[src/rtl/mem_arb_pkg.sv]
//------------------------------------------------------------------------------
// Module : mem_arb_pkg
// Brief  : Shared types and constants for the fetch/data memory arbiter.
// Rev    : 1.0
//------------------------------------------------------------------------------
`default_nettype none

package mem_arb_pkg;

    typedef enum logic [0:0] {
        IDLE = 1'b0,
        RESP = 1'b1
    } state_t;

    // RV32I load/store funct3 encodings
    localparam logic [2:0] LB  = 3'b000;
    localparam logic [2:0] LH  = 3'b001;
    localparam logic [2:0] LW  = 3'b010;
    localparam logic [2:0] LBU = 3'b100;
    localparam logic [2:0] LHU = 3'b101;
    localparam logic [2:0] SB  = 3'b000;
    localparam logic [2:0] SH  = 3'b001;
    localparam logic [2:0] SW  = 3'b010;

    localparam int DEFAULT_STARVE_LIMIT = 4;

endpackage

`default_nettype wire

[src/rtl/mem_arb_align_check.sv]
//------------------------------------------------------------------------------
// Module : mem_arb_align_check
// Brief  : Combinational funct3 legality and address alignment check.
// Rev    : 1.0
//------------------------------------------------------------------------------
`default_nettype none

module mem_arb_align_check (
    input  logic [2:0] i_funct3,
    input  logic [1:0] i_addr_lo,
    input  logic       i_is_store,
    output logic       o_err
);

    logic w_bad_funct3;
    logic w_bad_store;
    logic w_half_mis;
    logic w_word_mis;

    assign w_bad_funct3 = (i_funct3 == 3'b011) || (i_funct3 == 3'b110) || (i_funct3 == 3'b111);
    // Stores have no unsigned variants
    assign w_bad_store  = i_is_store & i_funct3[2];
    assign w_half_mis   = (i_funct3[1:0] == 2'b01) & i_addr_lo[0];
    assign w_word_mis   = (i_funct3[1:0] == 2'b10) & (|i_addr_lo);

    assign o_err = w_bad_funct3 | w_bad_store | w_half_mis | w_word_mis;

endmodule

`default_nettype wire

[src/rtl/mem_arbiter.sv]
//------------------------------------------------------------------------------
// Module : mem_arbiter
// Brief  : Two-port (fetch/data) arbiter onto a single shared memory port.
// Rev    : 1.0
//------------------------------------------------------------------------------
`default_nettype none

module mem_arbiter
    import mem_arb_pkg::*;
#(
    parameter int STARVE_LIMIT = DEFAULT_STARVE_LIMIT
) (
    input  logic        clk,
    input  logic        reset,

    input  logic        i_req,
    input  logic [31:0] i_addr,
    output logic        i_gnt,
    output logic        i_rvalid,
    output logic [31:0] i_rdata,
    output logic        i_err,

    input  logic        d_req,
    input  logic        d_we,
    input  logic [2:0]  d_funct3,
    input  logic [31:0] d_addr,
    input  logic [31:0] d_wdata,
    output logic        d_gnt,
    output logic        d_rvalid,
    output logic [31:0] d_rdata,
    output logic        d_err,

    output logic        mem_write_mem,
    output logic [2:0]  mem_funct3,
    output logic [31:0] mem_write_address,
    output logic [31:0] mem_write_data,
    output logic [31:0] mem_read_address,
    input  logic [31:0] mem_read_data
);

    localparam logic [2:0] c_LIMIT = 3'(STARVE_LIMIT);

    state_t      r_state;
    logic [31:0] r_addr;
    logic [2:0]  r_funct3;
    logic        r_src_data;
    logic [2:0]  r_starve_cnt;

    logic w_arb_en;
    logic w_data_wins;
    logic w_i_gnt;
    logic w_d_gnt;
    logic w_i_mis;
    logic w_d_mis;
    logic w_i_read;
    logic w_d_read;
    logic w_d_store;
    logic w_in_resp;

    mem_arb_align_check u_fetch_chk (
        .i_funct3   (LW),
        .i_addr_lo  (i_addr[1:0]),
        .i_is_store (1'b0),
        .o_err      (w_i_mis)
    );

    mem_arb_align_check u_data_chk (
        .i_funct3   (d_funct3),
        .i_addr_lo  (d_addr[1:0]),
        .i_is_store (d_we),
        .o_err      (w_d_mis)
    );

    // Reset gates arbitration so no request is accepted while it is held
    assign w_in_resp   = (r_state == RESP);
    assign w_arb_en    = (r_state == IDLE) & ~reset;
    assign w_data_wins = d_req & (~i_req | (r_starve_cnt != c_LIMIT));
    assign w_d_gnt     = w_arb_en & w_data_wins;
    assign w_i_gnt     = w_arb_en & i_req & ~w_data_wins;

    assign w_i_read  = w_i_gnt & ~w_i_mis;
    assign w_d_read  = w_d_gnt & ~w_d_mis & ~d_we;
    assign w_d_store = w_d_gnt & ~w_d_mis & d_we;

    assign i_gnt = w_i_gnt;
    assign i_err = w_i_gnt & w_i_mis;
    assign d_gnt = w_d_gnt;
    assign d_err = w_d_gnt & w_d_mis;

    assign i_rvalid = w_in_resp & ~r_src_data;
    assign d_rvalid = w_in_resp & r_src_data;
    assign i_rdata  = i_rvalid ? mem_read_data : 32'd0;
    assign d_rdata  = d_rvalid ? mem_read_data : 32'd0;

    always_comb begin
        mem_write_mem     = 1'b0;
        mem_funct3        = LW;
        mem_write_address = 32'd0;
        mem_write_data    = 32'd0;
        mem_read_address  = 32'd0;
        if (w_in_resp) begin
            mem_read_address = r_addr;
            mem_funct3       = r_funct3;
        end else if (w_i_read) begin
            mem_read_address = i_addr;
            mem_funct3       = LW;
        end else if (w_d_read) begin
            mem_read_address = d_addr;
            mem_funct3       = d_funct3;
        end else if (w_d_store) begin
            mem_write_mem     = 1'b1;
            mem_write_address = d_addr;
            mem_write_data    = d_wdata;
            mem_funct3        = d_funct3;
        end
    end

    always_ff @(posedge clk or posedge reset) begin
        if (reset) begin
            r_state    <= IDLE;
            r_addr     <= 32'd0;
            r_funct3   <= 3'd0;
            r_src_data <= 1'b0;
        end else begin
            case (r_state)
                IDLE: begin
                    if (w_i_read || w_d_read) begin
                        r_state    <= RESP;
                        r_addr     <= w_i_read ? i_addr : d_addr;
                        r_funct3   <= w_i_read ? LW : d_funct3;
                        r_src_data <= w_d_read;
                    end
                end
                RESP:    r_state <= IDLE;
                default: r_state <= IDLE;
            endcase
        end
    end

    // Counts data grants that overtook a waiting fetch
    always_ff @(posedge clk or posedge reset) begin
        if (reset) begin
            r_starve_cnt <= 3'd0;
        end else if (!i_req || w_i_gnt) begin
            r_starve_cnt <= 3'd0;
        end else if (w_d_gnt && (r_starve_cnt != c_LIMIT)) begin
            r_starve_cnt <= r_starve_cnt + 3'd1;
        end
    end

endmodule

`default_nettype wire
[config.mk]
export PLATFORM = sky130hd
export DESIGN_NAME = mem_arbiter
export DESIGN_NICKNAME = d
export VERILOG_FILES = /design/src/rtl/mem_arb_pkg.sv /design/src/rtl/mem_arb_align_check.sv /design/src/rtl/mem_arbiter.sv
export SDC_FILE = /design/constraint.sdc
export NUM_CORES = 1
export LEC_CHECK = 0
export BUFFER_PORTS_ARGS = -buffer_cell sky130_fd_sc_hd__buf_2
export CAP_MARGIN = 30
export CELL_PAD_IN_SITES_DETAIL_PLACEMENT = 0
export CELL_PAD_IN_SITES_GLOBAL_PLACEMENT = 1
export CORE_ASPECT_RATIO = 1.25
export CORE_MARGIN = 10
export CORE_UTILIZATION = 26
export CTS_CLUSTER_DIAMETER = 80
export DETAILED_ROUTE_END_ITERATION = 8
export HOLD_SLACK_MARGIN = 0.15
export PLACE_DENSITY = 0.85
export SYNTH_ARGS = -nofsm -noshare
export SYNTH_HDL_FRONTEND = slang
export SYNTH_SLANG_ARGS = --single-unit
export TNS_END_PERCENT = 50
[constraint.sdc]
create_clock -name clk -period 4.52 [get_ports clk]
set_input_delay 0 -clock clk [delete_from_list [all_inputs] [get_ports clk]]
set_output_delay 0 -clock clk [all_outputs]
set_load 0.05 [all_outputs]
==> results of run 1 <==
## per-stage QoR
stage	total power, mW	std cells	utilization (%)	hold slack, ns	instance area (um2)
after floorplan	0.7579	448	-	0.1054	3261
after global placement	0.9011	883	39.42	0.2321	4816
after detailed placement	0.9086	884	39.64	0.2372	4843
after CTS	1.475	961	46.79	0.2815	5717
after global routing	1.558	962	46.95	0.3161	5737
final	1.468	963	46.97	0.2818	5739
## cells in the final DEF (no fill, tap or decap), types with 2 or more instances in the layout
master / instances
buf_2: 305
nand2_1: 106
and2_1: 99
nand3_1: 69
dlygate4sd3_1: 69
dfrtp_1: 39
and3_1: 32
a22oi_1: 21
inv_1: 5
o21ai_0: 5
clkbuf_16: 5
nor2_1: 4
nor2b_1: 4
a21oi_1: 3
buf_4: 3
a22o_1: 2
a21boi_0: 2
ha_1: 2
clkbuf_8: 2
## critical path, delay by kind of cell, from the launching register on
| kind | cells | cell delay, ns |
|---|---|---|
| buffers and inverters | 1 | 0.57 |
| flip-flops | 1 | 0.56 |
| AND/OR/NAND/NOR | 4 | 1.67 |
## power groups by stage
stage               logic, mW  registers [mW]  clock network [mW]
CTS                     0.526           0.496               0.453
floorplan               0.284           0.474                   0
finish                  0.528           0.497               0.443
detailed placement      0.407           0.502                   0
global route            0.579           0.509               0.470
global placement        0.401           0.500                   0
## per-layer routing
| metal | GRT usage (%) | wire (um) | vias up |
|---|---|---|---|
| li1 | - | - | 2195 |
| met1 | 21.07 | 6776 | 2026 |
| met2 | 33.95 | 8760 | 192 |
| met3 | 5.775 | 1535 | 15 |
| met4 | 3.325 | 178 | 0 |
| met5 | 0 | 0 | - |
## flip-flops by register name, indices dropped and copies added (netlist names)
name,count
r_addr,32
r_state,1
r_src_data,1
r_starve_cnt,3
r_funct3,3
## how the worst min path moves through the flow
stage	start	endpoint	slack (ns)	cells past startpoint
after floorplan	d_funct3[0]	r_funct3[0]	0.11	2
after global placement	i_addr[18]	r_addr[18]	0.23	3
after detailed placement	i_addr[31]	r_addr[31]	0.24	3
after CTS	d_we	r_src_data	0.28	4
after global routing	reset	r_addr[1]	0.32	3
final	reset	r_starve_cnt[2]	0.28	3
## kinds of logic after synthesis
family | after synthesis
AOI/OAI and AO/OA | 40
adders and majority gates | 2
buffers and inverters | 43
DFF | 40
and+or+nand+nor | 323
## cell type report
| type | count | area share [%] |
|---|---|---|
| well taps | 164 | 3.575 |
| inverters | 6 | 0.3924 |
| clock inverters | 1 | 0.5232 |
| multi-input cells | 365 | 35.49 |
| clock buffers | 7 | 2.660 |
| flip-flops and latches | 40 | 17.46 |
| diodes | 1 | 0.04360 |
| repair buffers | 379 | 39.85 |
==> impl_metrics.toml, run 1 <==
[status]
outcome = "finished, final reports clean"

[critical_path]
r2r-start = "r_state"
arrival_ns = 3.12
crit_top_cell = "nand3_1"
r2r_cells = 5
critical_path.reg2reg.endpoint = "r_addr[26]"
crit_type = "reg -> reg"
start_kind = "register"
cp_max_fo = 35
max_stage_delay_ns = 0.80
crit_chain = "or3b_1, nand3b_2, nand3_1, nand3_1, dlygate4sd3_1"
cp-end-kind = "register"
rrSetupSlack_ns = 1.56
slowest_stage = "nand3b_2"
endpoint = "r_addr[26]"
critical_path_required_ns = 4.68
crit_start = "r_state"

[synthesis]
synth_compound_area_share_pct = 9.133
synth.largest_area_cell = "dfrtp_1"
syn_inst = 448
syn_area_per_cell_um2 = 7.278
synth_top_family_by_area = "simple AND/OR/NAND/NOR gates"
synth_top_area_share_pct = 30.70
syn_area_mm2 = 0.003261
synth_warnings = 0
ys.flop_type = "dfrtp_1"
ys_ff_latch = 40
synthSimpleGateAreaFrac_pct = 51.96
synth_seq_area_share_pct = 30.70
synth-xor-area-share_pct = 0
yosys-top-cells-area = "dfrtp_1 31%, and2_1 19%, nand2_1 12%, nand3_1 11%, and3_1 6.3%"
synth-edff-count = 0
synth_fa_ha_area_share_pct = 0.7675
async_flop_share_pct = 100.0
yosys.cell_count.top_type = "nand2_1"
synth_cell_types = 34
syn_nets = 586
synth_commonest_cells = "106 x nand2_1, 99 x and2_1, 69 x nand3_1, 40 x dfrtp_1, 33 x and3_1"
synthMuxAreaShare_pct = 0

[clock_tree]
cts_buffers = 5
clock-sinks = 40
ctsHoldBuffers = 69
cts_tree = "yes"
cts_resized = 0
clk_pin_slew_ns = 0.06
cts_root_buf = "clkbuf_16"
h-tree-depth = 2
clk_path_buf_depth = 2
clk_latency_ns = 0.29
post_cts_buffers = 0

[timing]
setup_ws_ns = 1.564
hold_viol_final = 0
finalMaxSlewViolations = 0
max_freq_mhz = 338.3
worstMarginPinSlew_ns = 0.9802
fin_tns_setup_ns = 0
fin_skew_ns = 0.005087
slew_headroom_pct = 34.66
setup_viol = 0
rsz0062_at_grt = "no"
post-route-min-period_ns = 2.956
post-route-period-util_pct = 65.40

[global_route]
antenna_found_initial = 0
grt_pass1_wl_mm = 26.54
grt_max_degree = 66
grt.total_usage_pct = 18.76
grt_pass1_vias = 4653
overflow = 0

[place]
gp_congestion = 0.8287
place_ws_ns = 1.881
port_buffers = 305
hpwl_mm = 13.16

[floorplanning]
initial_core_util_pct = 26.69
coreArea_mm2 = 0.01222
num_rows = 45
die_w_um = 120.2
die_area_mm2 = 0.01745
die_y_um = 145.2
io_pins = 306

[finish]
multi_input_area_mm2 = 0.002037
fin_nets = 935
regArea_mm2 = 0.001002
nFillCells = 1279
area_growth_pct = 76.02
drive_above_1_share_pct = 41.10

[pwr]
ir_worst_vdd_uv = 120.8
p_clk_share_pct = 30.2
power_density_mw_per_mm2 = 255.8
cellLeakagePower_nw = 3.558
power_frac_seq_pct = 33.8
sw_frac_of_total_pct = 34.14
combPwrFrac_pct = 36.0
p_int_mw = 0.9669
switching_power_mw = 0.5012

[routing]
avgRoutedWirePerCell_um = 17.91
vias = 4428
wl_mm = 17.25
drc = 0
via_per_inst = 4.598
dr.pass1.iters = 4
ant_nets = 0
drt_iter0_markers = 170

[flow_run]
maxCapViolations = 0

[worst_hold_path]
hold_class = "in -> async"
(Power assumes the default switching activity.)
==> run 2, diff against run 1 <==
--- a/config.mk
+++ b/config.mk
@@ -5,17 +5,18 @@
 export SDC_FILE = /design/constraint.sdc
 export NUM_CORES = 1
 export LEC_CHECK = 0
+export ABC_AREA = 1
 export BUFFER_PORTS_ARGS = -buffer_cell sky130_fd_sc_hd__buf_2
 export CAP_MARGIN = 30
 export CELL_PAD_IN_SITES_DETAIL_PLACEMENT = 0
 export CELL_PAD_IN_SITES_GLOBAL_PLACEMENT = 1
 export CORE_ASPECT_RATIO = 1.25
 export CORE_MARGIN = 10
-export CORE_UTILIZATION = 26
+export CORE_UTILIZATION = 21
 export CTS_CLUSTER_DIAMETER = 80
 export DETAILED_ROUTE_END_ITERATION = 8
 export HOLD_SLACK_MARGIN = 0.15
-export PLACE_DENSITY = 0.85
+export PLACE_DENSITY = 0.75
 export SYNTH_ARGS = -nofsm -noshare
 export SYNTH_HDL_FRONTEND = slang
 export SYNTH_SLANG_ARGS = --single-unit
==> constraint.sdc (replaced) <==
create_clock -name clk -period 2.7 [get_ports clk]
set_input_delay 0 -clock clk [delete_from_list [all_inputs] [get_ports clk]]
set_output_delay 0 -clock clk [all_outputs]
set_load 0.05 [all_outputs]
==> impl_metrics.toml, run 2 <==
[status]
outcome = "finished, final reports clean"

[synthesis]
yosys-top-cells-area = "dfrtp_1 28%, nand2_1 23%, nor2_1 15%, inv_1 11%, nand3_1 5.8%"
ys_ff_latch = 40
synthSimpleGateAreaFrac_pct = 51.07
syn_area_mm2 = 0.003518
synth_compound_area_share_pct = 0.5690
synth_fa_ha_area_share_pct = 0.7112
synth.largest_area_cell = "dfrtp_1"
synth-edff-count = 0
synth_seq_area_share_pct = 28.45
ys.flop_type = "dfrtp_1"
async_flop_share_pct = 100.0
synth_cell_types = 22
synth-xor-area-share_pct = 0
syn_nets = 764
synth_warnings = 0
syn_inst = 626
synth_top_family_by_area = "simple AND/OR/NAND/NOR gates"
syn_area_per_cell_um2 = 5.620
synth_top_area_share_pct = 28.45
synth_commonest_cells = "214 x nand2_1, 138 x nor2_1, 107 x inv_1, 41 x nand3_1, 40 x dfrtp_1"
synthMuxAreaShare_pct = 0
yosys.cell_count.top_type = "nand2_1"

[floorplanning]
initial_core_util_pct = 21.54
die_w_um = 135.8
die_y_um = 164.7
die_area_mm2 = 0.02236
coreArea_mm2 = 0.01633
num_rows = 52
io_pins = 306

[clock_tree]
post_cts_buffers = 0
clk_latency_ns = 0.28
clk_path_buf_depth = 2
cts_tree = "yes"
cts_buffers = 5
clk_pin_slew_ns = 0.06
clock-sinks = 40
cts_root_buf = "clkbuf_16"
h-tree-depth = 2

[finish]
multi_input_area_mm2 = 0.001854
fin_util_pct = 37.51
mostFrequentLayoutCells = "298 x buf_2, 214 x nand2_1, 137 x nor2_1"
largest_register_ffs = 32
diodes = 0
fin_nets = 1117
registers.top_by_ff_count = "r_addr"
regArea_mm2 = 0.001001
area_growth_pct = 74.11
reg_top3 = "r_addr (32), r_funct3 (3), r_starve_cnt (3)"
drive_above_1_share_pct = 34.59
nFillCells = 1802
finalNonFillerCells = 1196
final_common_cell = "buf_2"

[routing]
drt_iter0_markers = 163
ant_nets = 0
via_per_inst = 4.169
drc = 0
wl_mm = 18.58
vias = 4986
dr.pass1.iters = 4
avgRoutedWirePerCell_um = 15.54

[pwr]
cellLeakagePower_nw = 4.136
power_density_mw_per_mm2 = 380.7
ir_worst_vdd_uv = 191.9
total_power_mw = 2.332

[global_route]
grt_pass1_wl_mm = 28.06
grt_pass1_vias = 5163
grt.total_usage_pct = 15.54
overflow = 0
antenna_found_initial = 1
grt_max_degree = 41

[critical_path]
start_kind = "register"
arrival_ns = 2.72
critical_path_required_ns = 2.92
cp-end-kind = "register"
cp_max_fo = 19
crit_type = "reg -> reg"

[place]
place_ws_ns = 0.4855
hpwl_mm = 14.64
port_buffers = 305
dp.cells = 1122
gp_congestion = 0.8265

[timing]
post-route-min-period_ns = 2.497
rsz0062_at_grt = "no"
finalMaxSlewViolations = 0
setup_viol = 0
slew_headroom_pct = 62.56
setup_ws_ns = 0.2028
post-route-period-util_pct = 92.49
hold_viol_final = 0
max_freq_mhz = 400.4
fin_tns_setup_ns = 0
fin_skew_ns = 0.005118
worstMarginPinSlew_ns = 0.5616

[flow_run]
maxCapViolations = 0

[worst_hold_path]
hold_class = "in -> reg"
==> run 2: layer usage <==
metal	vias up	track usage [%]	routed length (um)	share of wire (%)
met5	-	0	0	0
li1	2552	-	-	-
met4	0	5.000	395	2.1
met2	222	28.19	9252	50
met1	2190	16.90	7124	38
met3	22	4.438	1812	9.8
==> run 2: critical path, cell delays in order (launching register included) <==
cell,delay (ns)
dfrtp_1,0.36
inv_1,0.07
ha_1,0.21
nand3_1,0.09
nand2_2,0.25
nor2_8,0.22
nand3_2,0.12
nand2_4,0.20
buf_12,0.19
nand2_1,0.08
dlygate4sd3_1,0.57
nand2_1,0.07
==> run 2: path summary, 6_finish.rpt <==
kind                            startpoint     endpoint  slack, ns  depth (start not counted)
setup / recovery           r_starve_cnt[0]   r_addr[17]       0.20                         11
hold / removal                  i_addr[16]   r_addr[16]       0.13                          5
setup reg to reg           r_starve_cnt[0]   r_addr[17]       0.20                         11
hold reg to reg                r_funct3[2]  r_funct3[2]       0.50                          2
max in group asynchronous            reset   r_addr[22]       1.82                          4
min in group asynchronous            reset      r_state       0.50                          4
==> run 2: metrics by stage <==
step / hold slack (ns) / instance area [um2]
floorplan: 0.002876 / 3518
global placement: 0.2259 / 5293
detailed placement: 0.2347 / 5293
CTS: 0.1516 / 6117
global route: 0.2101 / 6126
finish: 0.1328 / 6126
==> run 2: area by class of cell <==
type	count	share of cell area, %
clock buffer	6	2.104
clock inverter	2	0.5719
sequential	40	16.34
tap	216	4.412
timing repair buffer	386	39.52
inverter	110	6.781
multi-input combinational	436	30.27
==> run 2: logic make-up after synthesis <==
| family | Yosys count |
|---|---|
| and+or+nand+nor | 430 |
| AOI/OAI and AO/OA | 4 |
| DFF | 40 |
| adders and majority gates | 2 |
| buffers and inverters | 150 |
==> run 2: where the power goes <==
part / total (mW) / switching [mW] / internal, mW
Sequential: 0.811 / 0.0707 / 0.741
Combinational: 0.840 / 0.545 / 0.296
Clock: 0.680 / 0.245 / 0.435
Total: 2.33 / 0.860 / 1.47
==> run 2: what timing repair did <==
| item | 4_1_cts | 5_1_grt |
|---|---|---|
| resized for setup | 0 | 2 |
| setup endpoints to repair | 0 | 18 |
| endpoints found under the hold margin | 78 | 0 |
| hold buffers | 66 | 0 |
